<file path="config.mk">
export PLATFORM = sky130hd
export DESIGN_NAME = player_move_ctrl_flat
export DESIGN_NICKNAME = d
export VERILOG_FILES = /design/src/rtl/meikyuu_pkg.sv /design/src/rtl/player_move_ctrl_if.sv /design/src/rtl/move_tick_gen.sv /design/src/rtl/player_move_ctrl.sv /design/src/flat_wrapper.sv
export SDC_FILE = /design/constraint.sdc
export NUM_CORES = 1
export LEC_CHECK = 0
export BUFFER_PORTS_ARGS = -buffer_cell sky130_fd_sc_hd__buf_2
export CORE_MARGIN = 4
export CORE_UTILIZATION = 50
export CTS_CLUSTER_DIAMETER = 40
export CTS_CLUSTER_SIZE = 14
export DETAILED_ROUTE_END_ITERATION = 10
export PLACE_DENSITY = 0.75
export REMOVE_ABC_BUFFERS = 1
export SYNTH_ARGS = -nofsm -noshare
export SYNTH_HDL_FRONTEND = slang
export SYNTH_SLANG_ARGS = --single-unit
</file>
<file path="constraint.sdc">
create_clock -name CLOCK_25 -period 3.5 [get_ports CLOCK_25]
set_clock_uncertainty 0.2 [all_clocks]
set_input_delay 0.175 -clock CLOCK_25 [delete_from_list [all_inputs] [get_ports CLOCK_25]]
set_output_delay 0.175 -clock CLOCK_25 [all_outputs]
set_load 0.01 [all_outputs]
</file>
<file path="src/rtl/meikyuu_pkg.sv">
// Shared maze constants: VGA timing, sprite limits, direction and FSM encodings.
package meikyuu_pkg;

  localparam int unsigned H_SYNC   = 96;
  localparam int unsigned H_BACK   = 48;
  localparam int unsigned H_ACTIVE = 640;
  localparam int unsigned H_FRONT  = 16;
  localparam int unsigned V_SYNC   = 2;
  localparam int unsigned V_BACK   = 33;
  localparam int unsigned V_ACTIVE = 480;
  localparam int unsigned V_FRONT  = 10;
  localparam int unsigned SPRITE   = 16;

  localparam int unsigned X_MIN = H_SYNC + H_BACK - SPRITE;
  localparam int unsigned X_MAX = H_SYNC + H_BACK + H_ACTIVE - SPRITE;
  localparam int unsigned Y_MIN = V_SYNC + V_BACK;
  localparam int unsigned Y_MAX = V_SYNC + V_BACK + V_ACTIVE - SPRITE;

  typedef enum logic [1:0] {
    DIR_UP    = 2'd0,
    DIR_DOWN  = 2'd1,
    DIR_LEFT  = 2'd2,
    DIR_RIGHT = 2'd3
  } dir_e;

  typedef enum logic [2:0] {
    ST_IDLE,
    ST_WAIT_TICK,
    ST_CHECK,
    ST_WRAP,
    ST_COMMIT
  } state_e;

  // Active-low buttons; left beats down beats up beats right.
  function automatic dir_e resolve_dir(input logic up_n, input logic down_n,
                                       input logic left_n, input logic right_n);
    if (!left_n)      return DIR_LEFT;
    else if (!down_n) return DIR_DOWN;
    else if (!up_n)   return DIR_UP;
    else              return DIR_RIGHT;
  endfunction

endpackage

</file>
<file path="src/rtl/player_move_ctrl_if.sv">
// Collision-check handshake between the move controller and the collision unit.
interface player_move_ctrl_if;
  logic       chk_req;
  logic [9:0] chk_x;
  logic [9:0] chk_y;
  logic       chk_ack;
  logic       chk_blocked;

  modport master (output chk_req, output chk_x, output chk_y,
                  input  chk_ack, input  chk_blocked);
  modport slave  (input  chk_req, input  chk_x, input  chk_y,
                  output chk_ack, output chk_blocked);
endinterface

</file>
<file path="src/rtl/move_tick_gen.sv">
// Step pacing counter: counts while enabled, ticks on its last count and restarts.
module move_tick_gen #(
  parameter int unsigned TICK_MAX = 150000
) (
  input  logic clk_i,
  input  logic rst_ni,
  input  logic clr_i,
  input  logic en_i,
  output logic tick_o
);
  localparam int unsigned CW = $clog2(TICK_MAX + 1);

  logic [CW-1:0] cnt_q, cnt_d;

  assign tick_o = en_i && (cnt_q == CW'(TICK_MAX - 1));

  always_comb begin
    cnt_d = cnt_q;
    if (clr_i)     cnt_d = '0;
    else if (en_i) cnt_d = tick_o ? '0 : cnt_q + CW'(1);
  end

  always_ff @(posedge clk_i or negedge rst_ni) begin
    if (!rst_ni) cnt_q <= '0;
    else         cnt_q <= cnt_d;
  end
endmodule

</file>
<file path="src/rtl/player_move_ctrl.sv">
// Player step sequencer: paces button-driven steps, asks the collision unit
// about each candidate and commits it, or wraps into the neighbouring room.
module player_move_ctrl
  import meikyuu_pkg::*;
#(
  parameter int unsigned TICK_MAX    = 150000,
  parameter int unsigned X_MIN       = meikyuu_pkg::X_MIN,
  parameter int unsigned X_MAX       = meikyuu_pkg::X_MAX,
  parameter int unsigned Y_MIN       = meikyuu_pkg::Y_MIN,
  parameter int unsigned Y_MAX       = meikyuu_pkg::Y_MAX,
  parameter int unsigned X_START     = 439,
  parameter int unsigned Y_START     = 266,
  parameter int unsigned MAP_START   = 1,
  parameter int unsigned CHK_TIMEOUT = 15
) (
  input  logic                      CLOCK_25,
  input  logic                      reset,
  input  logic                      btn_up,
  input  logic                      btn_down,
  input  logic                      btn_left,
  input  logic                      btn_right,
  player_move_ctrl_if.master        chk,
  output logic [9:0]                x_pos,
  output logic [9:0]                y_pos,
  output logic [2:0]                mapa_x,
  output logic [2:0]                mapa_y,
  output logic [1:0]                dir,
  output logic                      step_done
);
  localparam int unsigned WW = $clog2(CHK_TIMEOUT + 1);

  state_e          state_q, state_d, rest_state;
  dir_e            dir_q, dir_d, res_dir;
  logic [9:0]      x_q, x_d, y_q, y_d, cx_q, cx_d, cy_q, cy_d, nx, ny;
  logic [2:0]      mx_q, mx_d, my_q, my_d, nmx, nmy;
  logic [WW-1:0]   wait_q, wait_d;
  logic            any_btn, wrap, tick, tick_clr, tick_en;

  assign any_btn    = ~(btn_up & btn_down & btn_left & btn_right);
  assign res_dir    = resolve_dir(btn_up, btn_down, btn_left, btn_right);
  assign rest_state = any_btn ? ST_WAIT_TICK : ST_IDLE;

  move_tick_gen #(.TICK_MAX(TICK_MAX)) u_tick (
    .clk_i  (CLOCK_25),
    .rst_ni (reset),
    .clr_i  (tick_clr),
    .en_i   (tick_en),
    .tick_o (tick)
  );

  // A step off the visible area turns into a jump to the opposite edge of the next room.
  always_comb begin
    nx   = x_q;
    ny   = y_q;
    nmx  = mx_q;
    nmy  = my_q;
    wrap = 1'b0;
    unique case (res_dir)
      DIR_UP:    if (y_q == 10'(Y_MIN)) begin wrap = 1'b1; ny = 10'(Y_MAX); nmy = my_q - 3'd1; end
                 else ny = y_q - 10'd1;
      DIR_DOWN:  if (y_q == 10'(Y_MAX)) begin wrap = 1'b1; ny = 10'(Y_MIN); nmy = my_q + 3'd1; end
                 else ny = y_q + 10'd1;
      DIR_LEFT:  if (x_q == 10'(X_MIN)) begin wrap = 1'b1; nx = 10'(X_MAX); nmx = mx_q - 3'd1; end
                 else nx = x_q - 10'd1;
      DIR_RIGHT: if (x_q == 10'(X_MAX)) begin wrap = 1'b1; nx = 10'(X_MIN); nmx = mx_q + 3'd1; end
                 else nx = x_q + 10'd1;
    endcase
  end

  always_comb begin
    state_d  = state_q;
    dir_d    = dir_q;
    x_d      = x_q;
    y_d      = y_q;
    mx_d     = mx_q;
    my_d     = my_q;
    cx_d     = cx_q;
    cy_d     = cy_q;
    wait_d   = wait_q;
    tick_clr = 1'b0;
    tick_en  = 1'b0;
    unique case (state_q)
      ST_IDLE: begin
        tick_clr = 1'b1;
        if (any_btn) begin
          dir_d   = res_dir;
          state_d = ST_WAIT_TICK;
        end
      end
      ST_WAIT_TICK: begin
        if (!any_btn) begin
          tick_clr = 1'b1;
          state_d  = ST_IDLE;
        end else begin
          tick_en = 1'b1;
          if (tick) begin
            dir_d = res_dir;
            if (wrap) begin
              // Position and room land together with the step_done pulse.
              x_d     = nx;
              y_d     = ny;
              mx_d    = nmx;
              my_d    = nmy;
              state_d = ST_WRAP;
            end else begin
              cx_d    = nx;
              cy_d    = ny;
              wait_d  = '0;
              state_d = ST_CHECK;
            end
          end
        end
      end
      ST_CHECK: begin
        if (chk.chk_ack) begin
          if (!chk.chk_blocked) begin
            x_d     = cx_q;
            y_d     = cy_q;
            state_d = ST_COMMIT;
          end else begin
            state_d = rest_state;
          end
        end else if (wait_q == WW'(CHK_TIMEOUT - 1)) begin
          state_d = rest_state;
        end else begin
          wait_d = wait_q + WW'(1);
        end
      end
      ST_WRAP, ST_COMMIT: state_d = rest_state;
      default:            state_d = ST_IDLE;
    endcase
  end

  always_ff @(posedge CLOCK_25 or negedge reset) begin
    if (!reset) begin
      state_q <= ST_IDLE;
      dir_q   <= DIR_UP;
      x_q     <= 10'(X_START);
      y_q     <= 10'(Y_START);
      mx_q    <= 3'(MAP_START);
      my_q    <= 3'(MAP_START);
      cx_q    <= '0;
      cy_q    <= '0;
      wait_q  <= '0;
    end else begin
      state_q <= state_d;
      dir_q   <= dir_d;
      x_q     <= x_d;
      y_q     <= y_d;
      mx_q    <= mx_d;
      my_q    <= my_d;
      cx_q    <= cx_d;
      cy_q    <= cy_d;
      wait_q  <= wait_d;
    end
  end

  assign chk.chk_req = (state_q == ST_CHECK);
  assign chk.chk_x   = cx_q;
  assign chk.chk_y   = cy_q;
  assign x_pos       = x_q;
  assign y_pos       = y_q;
  assign mapa_x      = mx_q;
  assign mapa_y      = my_q;
  assign dir         = dir_q;
  assign step_done   = (state_q == ST_WRAP) || (state_q == ST_COMMIT);
endmodule

</file>
<file path="src/flat_wrapper.sv">
// flat-port wrapper written by rule: the top's interface ports become plain ports
module player_move_ctrl_flat import meikyuu_pkg::*;
#(
  parameter int unsigned TICK_MAX    = 150000,
  parameter int unsigned X_MIN       = meikyuu_pkg::X_MIN,
  parameter int unsigned X_MAX       = meikyuu_pkg::X_MAX,
  parameter int unsigned Y_MIN       = meikyuu_pkg::Y_MIN,
  parameter int unsigned Y_MAX       = meikyuu_pkg::Y_MAX,
  parameter int unsigned X_START     = 439,
  parameter int unsigned Y_START     = 266,
  parameter int unsigned MAP_START   = 1,
  parameter int unsigned CHK_TIMEOUT = 15
)
  (CLOCK_25, reset, btn_up, btn_down, btn_left, btn_right, x_pos, y_pos, mapa_x, mapa_y, dir, step_done, chk_chk_req, chk_chk_x, chk_chk_y, chk_chk_ack, chk_chk_blocked);
  player_move_ctrl_if chk_i ();
  input  logic CLOCK_25;
  input  logic reset;
  input  logic btn_up;
  input  logic btn_down;
  input  logic btn_left;
  input  logic btn_right;
  output logic [9:0] x_pos;
  output logic [9:0] y_pos;
  output logic [2:0] mapa_x;
  output logic [2:0] mapa_y;
  output logic [1:0] dir;
  output logic step_done;
  output wire logic [$bits(chk_i.chk_req)-1:0] chk_chk_req;
  output wire logic [$bits(chk_i.chk_x)-1:0] chk_chk_x;
  output wire logic [$bits(chk_i.chk_y)-1:0] chk_chk_y;
  input wire logic [$bits(chk_i.chk_ack)-1:0] chk_chk_ack;
  input wire logic [$bits(chk_i.chk_blocked)-1:0] chk_chk_blocked;
  assign chk_chk_req = chk_i.chk_req;
  assign chk_chk_x = chk_i.chk_x;
  assign chk_chk_y = chk_i.chk_y;
  assign chk_i.chk_ack = chk_chk_ack;
  assign chk_i.chk_blocked = chk_chk_blocked;
  player_move_ctrl #(.TICK_MAX(TICK_MAX), .X_MIN(X_MIN), .X_MAX(X_MAX), .Y_MIN(Y_MIN), .Y_MAX(Y_MAX), .X_START(X_START), .Y_START(Y_START), .MAP_START(MAP_START), .CHK_TIMEOUT(CHK_TIMEOUT)) u_core (.CLOCK_25(CLOCK_25), .reset(reset), .btn_up(btn_up), .btn_down(btn_down), .btn_left(btn_left), .btn_right(btn_right), .chk(chk_i), .x_pos(x_pos), .y_pos(y_pos), .mapa_x(mapa_x), .mapa_y(mapa_y), .dir(dir), .step_done(step_done));
endmodule
</file>
==> impl_metrics.csv <==
group,metric,value,unit
detailed_routing,wl_per_cell,18.0,um
cells_and_area,syn_to_final_growth,13.6,%
timing,period_share,89.3,%
critical_path,critPathLaunchType,"flip-flop",
timing,hold_viol,0,
timing,slew_headroom,48.4,%
timing,tns,0,ns
place,place_inst,705,
global_routing,grt_pass1_wl,21900,um
timing,fin_hold_ws,0.00470,ns
worst_hold_path,worst_hold_path_type,"input pin to flip-flop",
power,power,2.04,mW
detailed_routing,route.detailed.drc,0,
detailed_routing,vias,4489,
cts,cts_buffer_depth,2,
critical_path,worstPathRequired,3.55,ns
critical_path,crit_buf_inv,1,
synth,synthXorXnorAreaFrac,3.84,%
timing,timing.fmax,0.320,GHz
critical_path,cp-end-kind,"flip-flop",
synth,synth_adder_area_share,2.93,%
synth,synth_area,0.00479,sq mm
timing,drv_slew,0,
cts,cts_resized,0,
detailed_routing,drtIter0Drc,461,
die,die-area,0.0112,sq mm
global_routing,antenna_found_initial,0,
critical_path,path_cells,"inv_1 > ha_1 > or3b_4 > or4_1 > and4_4 > o211ai_4 > mux2_2",
power,ir_drop,0.000201,V
synth,synthFlopType,"dfrtp_1",
die,die_y,106,um
synth,synth_top_family_by_area,"simple AND/OR/NAND/NOR gates",
place,gp_congestion,0.969,
synth,ys_types,75,
synth,synth-simple-area-share,23.3,%
job,maxCapViolCount,0,
place,dp_hpwl,9360,um
synth,yosysSeqAreaShare,38.5,%
critical_path,worstSetupPathType,"flip-flop to flip-flop",
die,io_pins,58,
critical_path,cp_slowest_cell,"or4_1",
critical_path,critPathTopFamily,"simple AND/OR/NAND/NOR gates",
status,status,"finished clean",
cells_and_area,nNetsFinal,607,
detailed_routing,drt-total-wl,13000,um
global_routing,grt_overflow,0,
die,die_width,106,um
timing,setup_viol,0,
cts,root_buffer,"clkbuf_8",
cells_and_area,layout_common_cells,"dfrtp_1, buf_2, nor2_1",
global_routing,grt_start_max_net_pins,52,
die,rows,35,
synth,synth_top_area_share,31.9,%
synth,postSynthCellCount,536,
timing,period_needed,3.13,ns
power,cellLeakagePower,2.51,nW
global_routing,track_usage,24.2,%
cells_and_area,final_common_cell,"dfrtp_1",
die,start_util,51.5,%
synth,synth_top_area_cell,"dfrtp_1",
cells_and_area,drive_above_1_share,22.2,%
synth,synthMuxAreaShare,7.56,%
synth,syn_avg_cell_area,8.93,sq um
cts,cts_inserted_buffers,9,
cts,cts_tree,"done",
synth,synth_compound_area_share,18.9,%
synth,yosysWarnings,0,
cts,cts_sinks,73,
global_routing,grt_pass1_vias,4375,
die,core,0.00928,sq mm
cts,clk_latency,0.37,ns
detailed_routing,via_per_inst,6.21,
cells_and_area,instances_no_fill,723,
cts,post_cts.repair.setup_buffers,0,
synth,yosys-top-cells-area,"dfrtp_1, dfstp_2, o21ai_0, nor2_1, nand2_1",
timing,tightest_slew,0.774,ns
cells_and_area,fillerInstances,860,
synth,synth_edf_count,0,
place,port_buffers,57,
synth,ys_seq_elements,73,
detailed_routing,detail_route.first_pass.iterations,5,
critical_path,path_max_fanout,15,
synth,async_flop_share,100,%
timing,rsz0062_at_grt,"no",
power,powerDensity,376,mW/mm^2
cts,cts-htree-levels,3,
critical_path,arrival,3.18,ns
cells_and_area,insertedDiodeCount,0,
detailed_routing,postRouteAntennaNets,0,
cts,clkTransAtPathRegs,0.09,ns
critical_path,crit_path_max_incr_delay,0.54,ns
[kinds of logic after synthesis]
group	Yosys count
compound gates	135
xor+xnor	21
fa+ha+maj	10
buf+inv	55
flops	73
mux	33
simple gates	209
[power by group]
group          leakage [nW]  switching (mW)  internal [mW]  total, mW
logic                  1.46           0.212          0.128      0.340
registers             0.938          0.0586          0.890      0.949
clock network         0.111           0.348          0.405      0.753
total                  2.51           0.618           1.42       2.04
[registers in the layout, indices dropped and copies added, names as in the netlist, 4 cells and up]
signal / flops
u_core.chk.chk_x: 10
u_core.chk.chk_y: 10
u_core.u_tick.cnt_q: 18
u_core.wait_q: 4
u_core.x_pos: 10
u_core.y_pos: 10
[cells in the mapped netlist (all sizes together), types with 10 or more instances]
cell type	n
a21oi	20
mux2	19
buf	12
a31oi	12
clkbuf	18
mux2i	14
nor3	13
inv	25
nand4	19
nor2	52
xor2	11
dfrtp	61
nand2	48
xnor2	10
dfstp	12
nand3	19
o21ai	44
[worst register-to-register path: stages, from the launching register on]
cell      delay (ns)
dfstp_2         0.41
inv_1           0.13
ha_1            0.19
or3b_4          0.42
or4_1           0.54
and4_4          0.22
o211ai_4        0.50
mux2_2          0.41
[metrics by stage]
stage	instance area, sq um	util, %	worst slack [ns]
2_1_floorplan	4640	-	0.510
3_3_place_gp	5200	56.0	0.495
3_5_place_dp	5200	56.0	0.433
4_1_cts	5440	58.6	0.394
5_1_grt	5440	58.6	0.249
6_report	5440	58.6	0.373
[final timing paths]
kind	start	end	slack [ns]	depth (start not counted)
setup / recovery	u_core.x_pos[0]	u_core.chk.chk_x[3]	0.37	7
hold / removal	chk_chk_blocked	u_core.state_q[2]	0.005	3
setup reg to reg	u_core.x_pos[0]	u_core.chk.chk_x[3]	0.37	7
hold reg to reg	u_core.mapa_x[2]	u_core.mapa_x[2]	0.27	1
max in group asynchronous	reset	u_core.chk.chk_x[0]	1.96	3
min in group asynchronous	reset	u_core.u_tick.cnt_q[13]	0.09	2
[layout make-up]
cell class / count / area (sq um) / share of cell area (%)
clock inverter: 6 / 91.3 / 1.68
tap: 129 / 161 / 2.97
inverter: 25 / 93.8 / 1.73
timing repair buffer: 72 / 415 / 7.64
multi-input combinational: 408 / 2710 / 49.8
clock buffer: 10 / 128 / 2.35
sequential: 73 / 1840 / 33.9
[repair_timing]
| item | in CTS | in global routing |
|---|---|---|
| hold buffers | 2 | 0 |
| hold endpoints to repair | 24 | 0 |
| setup endpoints to repair | 0 | 0 |
[per-layer routing]
metal,wire [um],GRT usage [%]
met1,5670,32.0
met2,6170,39.3
met3,859,4.96
met4,301,8.88
met5,0,0
Note: power is estimated with default switching activity, not from simulation.
